### src/rtl/mult_stream_ctrl_if.sv
// Operand/result stream bundle for mult_stream_ctrl.
// The slave modport is the controller's view; the master modport is the producer/consumer side.
interface mult_stream_ctrl_if #(
    parameter int WIDTH = 32,
    parameter int TAGW  = 4
);
    logic                 in_valid;
    logic                 in_ready;
    logic [WIDTH-1:0]     in_mr;
    logic [WIDTH-1:0]     in_mc;
    logic [TAGW-1:0]      in_tag;
    logic                 out_valid;
    logic                 out_ready;
    logic [2*WIDTH-1:0]   out_prod;
    logic [TAGW-1:0]      out_tag;

    modport master (
        output in_valid, in_mr, in_mc, in_tag, out_ready,
        input  in_ready, out_valid, out_prod, out_tag
    );

    modport slave (
        input  in_valid, in_mr, in_mc, in_tag, out_ready,
        output in_ready, out_valid, out_prod, out_tag
    );
endinterface

### src/rtl/mult_stream_ctrl.sv
// Streaming wrapper around a fixed-latency multiplier core: feeds operands, tracks
// in-flight operations with a valid/tag pipeline and queues products in a show-ahead FIFO.
module mult_stream_ctrl #(
    parameter int WIDTH = 32,
    parameter int LAT   = 2,
    parameter int DEPTH = 4,
    parameter int TAGW  = 4
) (
    input  logic                 clk,
    input  logic                 rst,
    mult_stream_ctrl_if.slave    bus,
    output logic [WIDTH-1:0]     MR,
    output logic [WIDTH-1:0]     MC,
    input  logic [2*WIDTH-1:0]   Prod,
    output logic                 busy
);
    localparam int PW = (DEPTH > 1) ? $clog2(DEPTH) : 1;
    localparam int CW = $clog2(DEPTH + 1);
    localparam int EW = 2*WIDTH + TAGW;

    logic [LAT-1:0]   vld_q, vld_d;
    logic [TAGW-1:0]  tag_q [LAT];
    logic [TAGW-1:0]  tag_d [LAT];
    logic [PW-1:0]    wr_ptr_q, wr_ptr_d;
    logic [PW-1:0]    rd_ptr_q, rd_ptr_d;
    logic [CW-1:0]    count_q, count_d;
    logic [EW-1:0]    mem [DEPTH];

    logic             accept;
    logic             wr_en;
    logic             pop;
    logic [31:0]      inflight;
    logic [31:0]      occupancy;

    always_comb begin
        inflight = '0;
        for (int i = 0; i < LAT; i++) begin
            inflight = inflight + 32'(vld_q[i]);
        end
    end

    // Admission counts every slot already promised (queued or still in the core),
    // so the FIFO cannot overflow and in_ready never depends on out_ready.
    assign occupancy    = 32'(count_q) + inflight;
    assign bus.in_ready = !rst && (occupancy < 32'(DEPTH));
    assign accept       = bus.in_valid && bus.in_ready;

    assign MR = accept ? bus.in_mr : '0;
    assign MC = accept ? bus.in_mc : '0;

    generate
        for (genvar gi = 0; gi < LAT; gi++) begin : g_pipe
            if (gi == 0) begin : g_head
                assign vld_d[gi] = accept;
                assign tag_d[gi] = accept ? bus.in_tag : '0;
            end else begin : g_shift
                assign vld_d[gi] = vld_q[gi-1];
                assign tag_d[gi] = tag_q[gi-1];
            end
        end
    endgenerate

    assign wr_en         = vld_q[LAT-1];
    assign bus.out_valid = (count_q != '0);
    assign pop           = bus.out_valid && bus.out_ready;
    assign busy          = (inflight != '0) || bus.out_valid;

    // Head is gated by occupancy so outputs read zero while empty or in reset.
    assign {bus.out_prod, bus.out_tag} = bus.out_valid ? mem[rd_ptr_q] : '0;

    always_comb begin
        wr_ptr_d = wr_ptr_q;
        rd_ptr_d = rd_ptr_q;
        count_d  = count_q;
        if (wr_en) begin
            wr_ptr_d = wr_ptr_q + PW'(1);
        end
        if (pop) begin
            rd_ptr_d = rd_ptr_q + PW'(1);
        end
        case ({wr_en, pop})
            2'b10:   count_d = count_q + CW'(1);
            2'b01:   count_d = count_q - CW'(1);
            default: count_d = count_q;
        endcase
    end

    always_ff @(posedge clk or posedge rst) begin
        if (rst) begin
            vld_q    <= '0;
            wr_ptr_q <= '0;
            rd_ptr_q <= '0;
            count_q  <= '0;
            for (int i = 0; i < LAT; i++) begin
                tag_q[i] <= '0;
            end
        end else begin
            vld_q    <= vld_d;
            wr_ptr_q <= wr_ptr_d;
            rd_ptr_q <= rd_ptr_d;
            count_q  <= count_d;
            for (int i = 0; i < LAT; i++) begin
                tag_q[i] <= tag_d[i];
            end
        end
    end

    always_ff @(posedge clk) begin
        if (wr_en) begin
            mem[wr_ptr_q] <= {Prod, tag_q[LAT-1]};
        end
    end

    always_ff @(posedge clk) begin
        if (!rst) begin
            assert (!(wr_en && !pop && count_q == CW'(DEPTH)))
                else $error("mult_stream_ctrl: write into full result queue");
        end
    end
endmodule

### src/flat_wrapper.sv
// flat-port wrapper written by rule: the top's interface ports become plain ports
module mult_stream_ctrl_flat 
#(
    parameter int WIDTH = 32,
    parameter int LAT   = 2,
    parameter int DEPTH = 4,
    parameter int TAGW  = 4
)
  (clk, rst, MR, MC, Prod, busy, bus_in_valid, bus_in_mr, bus_in_mc, bus_in_tag, bus_out_ready, bus_in_ready, bus_out_valid, bus_out_prod, bus_out_tag);
  mult_stream_ctrl_if #(.WIDTH(WIDTH), .TAGW(TAGW)) bus_i ();
  input  logic clk;
  input  logic rst;
  output logic [WIDTH-1:0] MR;
  output logic [WIDTH-1:0] MC;
  input  logic [2*WIDTH-1:0] Prod;
  output logic busy;
  input wire logic [$bits(bus_i.in_valid)-1:0] bus_in_valid;
  input wire logic [$bits(bus_i.in_mr)-1:0] bus_in_mr;
  input wire logic [$bits(bus_i.in_mc)-1:0] bus_in_mc;
  input wire logic [$bits(bus_i.in_tag)-1:0] bus_in_tag;
  input wire logic [$bits(bus_i.out_ready)-1:0] bus_out_ready;
  output wire logic [$bits(bus_i.in_ready)-1:0] bus_in_ready;
  output wire logic [$bits(bus_i.out_valid)-1:0] bus_out_valid;
  output wire logic [$bits(bus_i.out_prod)-1:0] bus_out_prod;
  output wire logic [$bits(bus_i.out_tag)-1:0] bus_out_tag;
  assign bus_i.in_valid = bus_in_valid;
  assign bus_i.in_mr = bus_in_mr;
  assign bus_i.in_mc = bus_in_mc;
  assign bus_i.in_tag = bus_in_tag;
  assign bus_i.out_ready = bus_out_ready;
  assign bus_in_ready = bus_i.in_ready;
  assign bus_out_valid = bus_i.out_valid;
  assign bus_out_prod = bus_i.out_prod;
  assign bus_out_tag = bus_i.out_tag;
  mult_stream_ctrl #(.WIDTH(WIDTH), .LAT(LAT), .DEPTH(DEPTH), .TAGW(TAGW)) u_core (.clk(clk), .rst(rst), .bus(bus_i), .MR(MR), .MC(MC), .Prod(Prod), .busy(busy));
endmodule
### config.mk
export PLATFORM = sky130hd
export DESIGN_NAME = mult_stream_ctrl_flat
export DESIGN_NICKNAME = d
export VERILOG_FILES = /design/src/rtl/mult_stream_ctrl_if.sv /design/src/rtl/mult_stream_ctrl.sv /design/src/flat_wrapper.sv
export SDC_FILE = /design/constraint.sdc
export NUM_CORES = 1
export LEC_CHECK = 0
export CAP_MARGIN = 30
export CORE_MARGIN = 8
export CORE_UTILIZATION = 40
export CTS_CLUSTER_DIAMETER = 120
export DETAILED_ROUTE_END_ITERATION = 7
export GPL_TIMING_DRIVEN = 0
export PLACE_DENSITY = 0.71
export SYNTH_ARGS = -nofsm -noshare
export SYNTH_HDL_FRONTEND = slang
export SYNTH_SLANG_ARGS = --single-unit
### constraint.sdc
create_clock -name clk -period 2.7 [get_ports clk]
set_input_delay 0.675 -clock clk [delete_from_list [all_inputs] [get_ports clk]]
set_output_delay 0.675 -clock clk [all_outputs]
set_load 0.03 [all_outputs]
# Word level (Yosys, flattened, before mapping)
# Memory sizes are Yosys's and may differ from the RTL's.
# Index checks and enable logic that the tools add are counted.
# word_totals
ff_bits	17
ramBits	272
input_bits	136
out_inout_bits	135
memories	1
# memory_table
memory	words	width	rd	rd_ports_with_merged_regs	wr	line_no	rtl
u_core.mem	4	68	1	0	1	mult_stream_ctrl.sv:27	logic [EW-1:0] mem [DEPTH];
# classes
n_addsub	6
order_cmp	1
n_eq_ne	2
mux	7
reduce_logical	8
# op_table
cell	n
$mux 68	1
$mux 32	2
$add 3x32->32	1
$lt 32x3->1 const B	1
$reduce_bool 32->1	1
$pmux 3 s2	1
$add 2x1->2 const B	2
$mux 4	1
$add 3x1->3 const B	1
$logic_and 1x1->1	3
$reduce_bool 3->1	1
$sub 3x1->3 const B	1
$add 1x1->2	1
$eq 2x1->1 const B	1
$eq 2x2->1 const B	1
$mux 1	2
$reduce_bool 2->1	1
$logic_not 1->1	1
$logic_or 1x1->1	1

# Logic depth before layout (Yosys ltp)
# logic_depth
depth_word	6
mapped_depth	9

# Worst setup path after synthesis
# No wires, ideal clock.
# synth_timing
path_type	register -> register
start	register u_core.wr_ptr_q[0]
end	memory u_core.mem[2][0] (netlist bit), enable pin
setup_time_ns	0.433
t_arrival_ns	2.210
required_time_ns	2.267
slack_ns	0.056
stages_incl_launch_ff	4
path_buffers	0
synth_period_minus_slack_ns	2.644
path_cell_list	dfrtp_1 inv_1 ha_1 and2_1
# synth_rtl
element	line_no	rtl
start: declaration	mult_stream_ctrl.sv:24	logic [PW-1:0] wr_ptr_q, wr_ptr_d;
start signal: assignment	mult_stream_ctrl.sv:99	wr_ptr_q <= wr_ptr_d;
end: declaration	mult_stream_ctrl.sv:27	
# No word-level cell before the write port.

# Worst setup path in the final report
# layout_timing
start	register u_core.vld_q[1]
end	output port MC[28]
# layout_between
elab_chain_len	6
# layout_rtl
element	line_no	rtl
start: declaration	mult_stream_ctrl.sv:21	logic [LAT-1:0] vld_q, vld_d;
start signal: assignment	mult_stream_ctrl.sv:98	vld_q <= vld_d;
$add 1x1->2	mult_stream_ctrl.sv:38	inflight = inflight + 32'(vld_q[i]);
$add 3x32->32	mult_stream_ctrl.sv:44	assign occupancy = 32'(count_q) + inflight;
$lt 32x3->1	mult_stream_ctrl.sv:45	assign bus.in_ready = !rst && (occupancy < 32'(DEPTH));
$logic_and 1x1->1	mult_stream_ctrl.sv:45	
$logic_and 1x1->1	mult_stream_ctrl.sv:46	assign accept = bus.in_valid && bus.in_ready;
$mux 32	mult_stream_ctrl.sv:49	assign MC = accept ? bus.in_mc : '0;
end: declaration	flat_wrapper.sv:14	output logic [WIDTH-1:0] MC;
# Every way passes these cells.

==> flow_metrics.env <==
export IMPL_multi_input_area_um2=2814
export IMPL_ys_flop_type="edfxtp_1"
export IMPL_via_per_inst=4.841
export IMPL_clk_pin_slew_worst_paths_ns=0.06
export IMPL_port_buffers=270
export IMPL_start_util_pct=40.46
export IMPL_wl_mm=27.75
export IMPL_synth_top_area_share_pct=70.72
export IMPL_r2r_cells=10
export IMPL_dieArea_um2=34570
export IMPL_rsz0062_at_grt="yes"
export IMPL_async_reset_ff_share_pct=5.882
export IMPL_hp_start="u_core.tag_d[1]"
export IMPL_final_hold_violation_count=0
export IMPL_dr_wl_met2_mm=14.76
export IMPL_p_seq_share_pct=32.5
export IMPL_antenna_found_initial=3
export IMPL_nFillCells=2275
export IMPL_cts_buffers=30
export IMPL_gp_congestion=0.7988
export IMPL_pwr_share_comb_pct=41.9
export IMPL_crit_top_cell="buf_6"
export IMPL_drt_met1_wl_mm=10.30
export IMPL_skew_ns=0.01301
export IMPL_slew_headroom_pct=53.31
export IMPL_grt_max_degree=44
export IMPL_synth_warnings=0
export IMPL_worstReg2RegEnd="u_core.count_q[2]"
export IMPL_total_power_uw=16640
export IMPL_synth_edff_count=272
export IMPL_setup_viol=131
export IMPL_cellInternalPower_uw=11170
export IMPL_critPathCaptureType="output port"
export IMPL_cp_arrival_ns=2.42
export IMPL_tns_ns=-36.40
export IMPL_insertion_delay_ns=0.54
export IMPL_final_util_pct=56.83
export IMPL_seq_area_frac_synth_pct=74.40
export IMPL_reg2reg_from="u_core.count_q[1]"
export IMPL_synthesis_nets=709
export IMPL_synthCells=564
export IMPL_row_count=62
export IMPL_path_max_fanout=7
export IMPL_cts_sinks=289
export IMPL_grt_pass1_vias=7186
export IMPL_sw_frac_of_total_pct=32.86
export IMPL_cts_hold_repair_buffers=0
export IMPL_cp_start_kind="register"
export IMPL_max_clock_freq_ghz=0.3232
export IMPL_cts_htree_levels=1
export IMPL_synth_largest_area_cell="edfxtp_1"
export IMPL_synth_seq_cells=289
export IMPL_clock_path_buffers=3
export IMPL_r2r_setup_slack_ns=0.50
export IMPL_drc=0
export IMPL_finalNetCount=1026
export IMPL_max_slew_worst_pin_slew_ns=0.6995
export IMPL_syn_area_per_cell_um2=20.48
export IMPL_drive_above_1_share_pct=34.48
export IMPL_drtIter0Drc=304
export IMPL_ys_top_cells_by_area="edfxtp_1 71%, mux4_2 13%, and2_1 7.6%"
export IMPL_ys_top_cells_by_count="272 x edfxtp_1, 141 x and2_1, 68 x mux4_2, 17 x dfrtp_1, 11 x clkbuf_1"
export IMPL_fin_crit_ns=3.094
export IMPL_synth_most_common_cell="edfxtp_1"
export IMPL_cts_tree="built"
export IMPL_powerDensity_nw_per_um2=1026
export IMPL_clock_power_share_pct=25.6
export IMPL_dr_pass1_iters=4
export IMPL_crit_path_max_incr_delay_ns=0.43
export IMPL_dpl_hpwl_mm=19.23
export IMPL_required_ns=2.03
export IMPL_top_layer="met4"
export IMPL_die_height_um=185.9
export IMPL_ys_types=23
export IMPL_p_switching_uw=5469
export IMPL_hold_path_class="reg2reg"
export IMPL_ant_nets=0
export IMPL_grt_first_pass_wirelength_mm=41.34
export IMPL_coreArea_um2=28550
export IMPL_vias=6245
export IMPL_wl_per_cell_um=21.51
export IMPL_endpoint="MC[28]"
export IMPL_status="finished, violations left"
export IMPL_route_met3_wl_mm=2.256
export IMPL_regArea_um2=8594
export IMPL_root_buffer="clkbuf_16"
export IMPL_maxCapViolCount=0
export IMPL_setup_ws_ns=-0.3944
export IMPL_syn_area_um2=11550
export IMPL_grt_use_total_pct=15.97
export IMPL_ir_worst_vdd_v=0.0004999
export IMPL_instances_no_fill=1290
export IMPL_areaGrowthSynthToFinish_pct=40.47
export IMPL_p_leak_uw=0.005846
export IMPL_violations="setup timing"
export IMPL_path_class="reg2out"
export IMPL_die_w_um=185.9
export IMPL_ios=271
export IMPL_overflow=0
export IMPL_critical_path_cell_chain="ha_4 > ha_4 > and3_4 > and3b_1 > buf_6 > buf_6 > buf_6 > and2_4 > buf_6"
export IMPL_report_final_slew_viol_count=0
export IMPL_final_period_utilization_pct=114.6
export IMPL_cp_startpoint="u_core.vld_q[1]"
export IMPL_slowest_stage="dfrtp_2"
export IMPL_dp_cells=1222
==> metrics by stage <==
stage               hold WS, ns  area (um^2)  setup WS (ns)
global placement         0.3331        14730         -1.324
detailed placement       0.3403        14850         -1.026
floorplan                0.3312        11550        0.05630
global route             0.3541        16220        -0.4754
finish                   0.3478        16220        -0.3944
CTS                      0.3510        16200        -0.4273
==> registers in the layout, summed over array words and instances, names as in the netlist <==
name,flops
u_core.tag_d,4
u_core.tag_q,4
u_core.count_q,3
u_core.wr_ptr_q,2
u_core.vld_q,2
u_core.rd_ptr_q,2
u_core.mem,272
==> per-layer routing <==
metal  vias up  global-route usage, %
met5         -                      0
met4         0                  3.779
met3        43                  4.743
met2       243                  29.52
met1      3134                  17.81
li1       2825                      -
==> cell families (layout without fill, tap and decap cells) <==
family	after synthesis	after routing	synth area share, %
other	0	1	0
buffers and inverters	40	381	2.665
flip-flops	289	289	74.40
AO/OA/AOI/OAI	1	1	0.04329
AND/OR/NAND/NOR	150	150	8.049
multiplexers	69	69	13.35
XOR/XNOR	6	6	0.4550
adder cells (fa/ha/maj)	9	9	1.040
==> worst min path at each step <==
| stage | cells after the start | slack [ns] | to |
|---|---|---|---|
| 5_1_grt | 0 | 0.35 | u_core.tag_q[1] |
| 3_5_place_dp | 0 | 0.34 | u_core.tag_q[1] |
| 6_report | 0 | 0.35 | u_core.tag_q[1] |
| 4_1_cts | 0 | 0.35 | u_core.tag_q[1] |
| 3_3_place_gp | 0 | 0.33 | u_core.tag_q[1] |
| 2_1_floorplan | 0 | 0.33 | u_core.tag_q[0] |
==> layout make-up <==
class	instances	area share (%)
sequential	289	52.97
timing repair buffer	285	17.96
multi-input combinational	235	17.34
clock buffer	41	5.321
tap	384	2.961
buffer	31	2.067
clock inverter	15	1.149
inverter	9	0.2082
antenna	1	0.01542
==> worst max-delay path: cells and delay by family, from the launching register on <==
family | cells | cell delay, ns
buf+inv | 4 | 0.53
flops | 1 | 0.43
simple gates | 3 | 0.50
fa+ha+maj | 2 | 0.42
==> cells in the final DEF, fill, tap and decap left out, drive strengths merged, types with 5 or more instances in the layout <==
cell type        n
dfrtp           17
edfxtp         272
inv             11
buf            125
clkinv           9
clkdlybuf4s15    5
clkbuf          53
mux4            68
dlygate4sd2     38
ha               8
and2           141
clkdlybuf4s50  135
==> power groups by stage <==
stage | clock [uW] | sequential, uW | combinational (uW)
final | 4260 | 5410 | 6970
after global routing | 4570 | 5440 | 7420
after CTS | 4360 | 5410 | 6910
after detailed placement | 0 | 5500 | 6960
after global placement | 0 | 5520 | 6870
after floorplan | 0 | 5480 | 4330
==> timing repair <==
item                                    4_1_cts  5_1_grt
gates resized for setup                     648      107
endpoints found under the hold margin         0        0
cloned                                        3        1
endpoints found under the setup margin      135      135
pin swaps                                    20        0
setup buffers                                 6        2
Note: power is estimated with default switching activity, not from simulation.
==> RTL change 1 (config.mk and constraints unchanged) <==
`WIDTH` is set to 32 in 3 places; all go to 64.
--- a/src/rtl/mult_stream_ctrl_if.sv
+++ b/src/rtl/mult_stream_ctrl_if.sv
@@ -1,7 +1,7 @@
 // Operand/result stream bundle for mult_stream_ctrl.
 // The slave modport is the controller's view; the master modport is the producer/consumer side.
 interface mult_stream_ctrl_if #(
-    parameter int WIDTH = 32,
+    parameter int WIDTH = 64,
     parameter int TAGW  = 4
 );
     logic                 in_valid;
--- a/src/rtl/mult_stream_ctrl.sv
+++ b/src/rtl/mult_stream_ctrl.sv
@@ -1,7 +1,7 @@
 // Streaming wrapper around a fixed-latency multiplier core: feeds operands, tracks
 // in-flight operations with a valid/tag pipeline and queues products in a show-ahead FIFO.
 module mult_stream_ctrl #(
-    parameter int WIDTH = 32,
+    parameter int WIDTH = 64,
     parameter int LAT   = 2,
     parameter int DEPTH = 4,
     parameter int TAGW  = 4
--- a/src/flat_wrapper.sv
+++ b/src/flat_wrapper.sv
@@ -1,7 +1,7 @@
 // flat-port wrapper written by rule: the top's interface ports become plain ports
 module mult_stream_ctrl_flat 
 #(
-    parameter int WIDTH = 32,
+    parameter int WIDTH = 64,
     parameter int LAT   = 2,
     parameter int DEPTH = 4,
     parameter int TAGW  = 4
Interface: changed (6 resized); port bits go from 271 to 527. No check against the original RTL was run, so the function may have changed too.
==> RTL change 1 against the unedited design <==
The flow still finishes with violations (negative setup slack); via count grew 100%; sequential power is 87% higher; sequential cell count rose by 256; fmax is 6.9% lower; synthesized area increased by 86%; combinational power rose to 2.5 times the old value; worst setup slack got worse by 0.23 ns; total power up 110%; count of clock-buffer cells in the layout rose by 37; cell area up 100%; wire length is 150% higher; die area increased by 78%; largest power group unchanged.
==> RTL change 1: results (changes against the unedited design) <==
Placement
The number of placed instances, taps included is 2275 (+86%). The setup slack at placement is -1.33 ns (-0.300 ns). The quantity of I/O buffers inserted on ports is 526 (+95%).

The instance area after placement came to 0.0280 sq mm (+89%).

Logic synthesis
After synthesis, the most frequently instantiated cells are sky130_fd_sc_hd__edfxtp_1 (528), sky130_fd_sc_hd__and2_1 (269), sky130_fd_sc_hd__mux4_2 (132). The fraction of registers with async set/reset is 3.12% (-2.8 points).

STA
The setup TNS is -111.41 ns (-75.00 ns). The post-route worst setup slack is -0.624 ns (-0.230 ns). The worst hold slack after final layout came to 0.347 ns (-0.000574 ns). The clock skew was 0.0274 ns (+0.0144 ns).

The headroom to the max-slew limit came to 50.1% (-3.2 points). The setup violation total in the final timing report was 260 (+98%).

Worst setup path
The largest fanout of any net on the critical path is 6 (-1). The reg-to-reg setup timing slack is 0.35 ns (-0.15 ns).

Layout
The count of nets after finishing was 2018 (+97%). The number of flip-flops in the largest register came to 528 (+94%).

Global routing
The met1 layer usage reported by global route came to 22.2% (+4.4 points). The global-route wire length before repair is 94900 um (+130%). The global-route track usage on met2 came to 40.8% (+11 points). The number of antenna violations at the first check in global routing is 35 (+32).

Clock network
The setup fix buffers added after clock tree synthesis came to 63 (+57). The clock latency reported for the late side of the worst-skew pair was 0.61 ns (+0.07 ns).

Run status
The flow ran to the end, but the final reports show violations. The final reports fail on negative setup slack.

Route
The total via count in the routed design came to 12600 (+100%).
## RTL change 1: cell types whose count changed in the layout (fill, tap and decap cells not counted), moves of 17 or more
cell and change:
sky130_fd_sc_hd__and2_1 -78, sky130_fd_sc_hd__and2_4 +206, sky130_fd_sc_hd__mux4_2 +64, sky130_fd_sc_hd__clkbuf_16 +34, sky130_fd_sc_hd__buf_8 +54, sky130_fd_sc_hd__clkdlybuf4s50_1 +128
sky130_fd_sc_hd__dlygate4sd2_1 -38, sky130_fd_sc_hd__diode_2 +22, sky130_fd_sc_hd__buf_6 +202, sky130_fd_sc_hd__edfxtp_1 +256, sky130_fd_sc_hd__clkbuf_1 +17
## RTL change 1: kinds of logic after synthesis
group                      count (synthesis)  synth area share (%)
adders and majority gates                  9                 0.558
muxes                                    133                  13.9
buffers and inverters                     68                  1.61
xor gates and xnor gates                   6                 0.244
and+or+nand+nor                          278                  8.04
AOI/OAI and AO/OA                          1                0.0232
DFF                                      545                  75.7
## RTL change 1: worst paths after layout
| kind | start | endpoint | cells past startpoint |
|---|---|---|---|
| max | u_core.vld_q[0] | MR[17] | 9 |
| min | u_core.tag_d[3] | u_core.tag_q[3] | 0 |
| max reg2reg | u_core.wr_ptr_q[0] | u_core.mem[2][36] | 6 |
| min reg2reg | u_core.tag_d[3] | u_core.tag_q[3] | 0 |
| max in group asynchronous | rst | u_core.vld_q[1] | 2 |
| min in group asynchronous | rst | u_core.tag_q[3] | 2 |
## RTL change 1: critical path, cell delays in order (launching register included)
cell                      delay (ns)
sky130_fd_sc_hd__dfrtp_1        0.42
sky130_fd_sc_hd__ha_4           0.18
sky130_fd_sc_hd__ha_4           0.25
sky130_fd_sc_hd__and3_4         0.17
sky130_fd_sc_hd__and3b_2        0.25
sky130_fd_sc_hd__buf_12         0.16
sky130_fd_sc_hd__buf_12         0.15
sky130_fd_sc_hd__buf_8          0.12
sky130_fd_sc_hd__and2_4         0.17
sky130_fd_sc_hd__buf_6          0.14
## RTL change 1: where the power goes
part / total, mW / internal (mW) / switching [mW] / leakage (nW)
combinational: 17.6 / 9.41 / 8.24 / 6.14
sequential: 10.1 / 9.96 / 0.177 / 4.99
clock: 7.19 / 4.09 / 3.10 / 0.838
total: 35.0 / 23.5 / 11.5 / 12.0
## RTL change 1: final cells by class
cell class | instances | area, sq um | area share [%]
flip-flops and latches | 545 | 16300 | 49.7
repair buffers | 654 | 7540 | 23.0
multi-input cells | 427 | 5580 | 17.0
clock buffers | 78 | 1500 | 4.59
well taps | 696 | 871 | 2.66
plain buffers | 53 | 707 | 2.16
clock inverters | 24 | 213 | 0.649
diodes | 23 | 57.6 | 0.176
inverters | 9 | 33.8 | 0.103
## RTL change 1: metal layers
metal	share of wire (%)	wire length, um
met1	33	22600
met2	57	38900
met3	7.1	4870
met4	3.3	2290
met5	0.019	13
==> RTL change 2 (same flow settings) <==
Without the edit above. Reset style: synchronous (`rst`), changed in one clocked block.
--- a/src/rtl/mult_stream_ctrl.sv
+++ b/src/rtl/mult_stream_ctrl.sv
@@ -85,7 +85,7 @@
         endcase
     end
 
-    always_ff @(posedge clk or posedge rst) begin
+    always_ff @(posedge clk) begin
         if (rst) begin
             vld_q    <= '0;
             wr_ptr_q <= '0;
Formal check against the unedited RTL: differs if rst is asserted again (counterexample within 4 cycles, from zero or initial values and one cycle with rst high); with rst held inactive, the same outputs for 4 cycles.
==> RTL change 2 against the unedited design <==
The flow still finishes with violations (negative setup slack); sequential cell count increased by 2; worst setup slack improved by 0.25 ns; synthesized area decreased by 0.50%; fmax increased by 9.0%; critical endpoint is now MR[15]; wire length decreased by 2.9%; first-iteration DRC count decreased by 6.9%; total power decreased by 12%; highest routed layer is now met5; final cell count increased by 1.9%; cell area increased by 2.9%; register-to-register slack got worse by 0.13 ns.
==> RTL change 2: results (changes against the unedited design) <==
Clock network
The count of instances resized after the clock tree is built is 967 (+49%). The clock latency reported for the late side of the worst-skew pair is 0.52 ns (-0.02 ns). The number of clock buffers inserted by TritonCTS came to 29 (-3.3%).

The setup fix buffers added after clock tree synthesis came to 7 (+1).

Logic synthesis
By area the synthesized netlist is led by sky130_fd_sc_hd__edfxtp_1 (71%), sky130_fd_sc_hd__mux4_2 (13%), sky130_fd_sc_hd__and2_1 (7.7%). The post-synthesis register bit count is 291 (+0.69%). The per-instance average area after synthesis is 19.8 sq um (-3.4%). The post-synthesis mux area share is 13.4% (+0.067 points). The adder and majority cell fraction of the synthesized area is 1.05% (+0.0052 points). The post-synthesis share of cell area spent on xor and xnor gates is 0.229% (-0.23 points).

The fraction of registers with async set/reset is 0% (-5.9 points). The portion of the post-synthesis area used by sequential elements is 74.4% (about the same).

Layout
The multi-input gate share of the layout cell area is 18.1% (+0.78 points). The total number of multi-input combinational cells is 252 (+7.2%). The count of nets after finishing is 1053 (+2.6%). The non-clock buffer area fraction after layout is 21.0% (+0.95 points). The clock network area share is 6.54% (+0.068 points).

The sequential share of cell area is 51.3% (-1.7 points). The share of final-layout standard cells stronger than drive strength 1 is 44.6% (+10 points). The count of plain and timing-repair buffers was 326 (+3.2%). The multi-input combinational cell area is 0.00302 sq mm (+7.5%). The inverter count was 8 (-1).

STA
The setup TNS is -9.02 ns (+27.39 ns). The setup violation total in the final timing report is 129 (-1.5%). The post-route worst setup slack is -0.140 ns (+0.255 ns).

Global routing
The largest net degree at the start of global routing is 39 (-11%). The number of global-route vias before repair is 7026 (-2.2%). The met1 layer usage reported by global route is 17.6% (-0.22 points). The met3 track demand over resource is 5.19% (+0.45 points). The number of antenna violations at the first check in global routing is 4 (+1). The global-route track usage on met2 is 27.2% (-2.3 points). The global routing usage summed across all routing layers is 15.2% (-0.80 points).

Worst setup path
The largest fanout of any net on the critical path is 6 (-1). The family with the most delay on the worst path is simple AND/OR/NAND/NOR gates. The slowest stage of the critical path is the sky130_fd_sc_hd__dfxtp_4 cell.

Route
The iteration-0 DRC count of the detailed router is 283 (-6.9%). Signal routing reaches up to met5. The met1 layer wirelength in the final routing came to 10400 um (+1.1%). The amount of wire on met2 after detailed routing is 13700 um (-7.3%).

Power
The combinational cell fraction of total power came to 34.7% (-7.2 points). The fraction of power consumed by sequential logic is 34.6% (+2.1 points). The leakage power total is 5.87 nW (+0.42%). The cell-internal power is 10.4 mW (-6.7%).

The peak ir drop on the vdd network is 746 uV (+49%). The post-route total power is 14.7 mW (-12%).

Run status
The final reports fail on negative setup slack. The flow ran to the end, but the final reports show violations.

Placement
The setup slack at placement came to -1.12 ns (-0.0914 ns). The instance area after placement is 0.0148 sq mm (-0.54%). The global placer's final weighted congestion came to 0.777 (-2.7%). The post-detailed-placement half-perimeter wirelength is 17800 um (-7.7%). The number of placed instances, taps included is 1239 (+1.4%).
RTL change 2: cell types whose count changed after synthesis, moves of 2 or more:
cell	delta
sky130_fd_sc_hd__dfxtp_1	+19
sky130_fd_sc_hd__dfrtp_1	-17
sky130_fd_sc_hd__clkbuf_1	+6
sky130_fd_sc_hd__nor2_1	+6
sky130_fd_sc_hd__buf_12	-4
sky130_fd_sc_hd__a21oi_1	+3
sky130_fd_sc_hd__buf_6	-3
sky130_fd_sc_hd__nor2b_1	+3
sky130_fd_sc_hd__o21ai_0	+3
sky130_fd_sc_hd__or3_1	+2
sky130_fd_sc_hd__xor2_1	-2
RTL change 2: worst paths after layout:
path                            slack, ns                 end  depth (start not counted)
worst max register to register       0.37   u_core.count_q[2]                          9
worst min-delay path                 0.43  u_core.tag_q[0][5]                          1
worst max-delay path                -0.14              MR[15]                          8
worst min register to register       0.43  u_core.tag_q[0][5]                          1
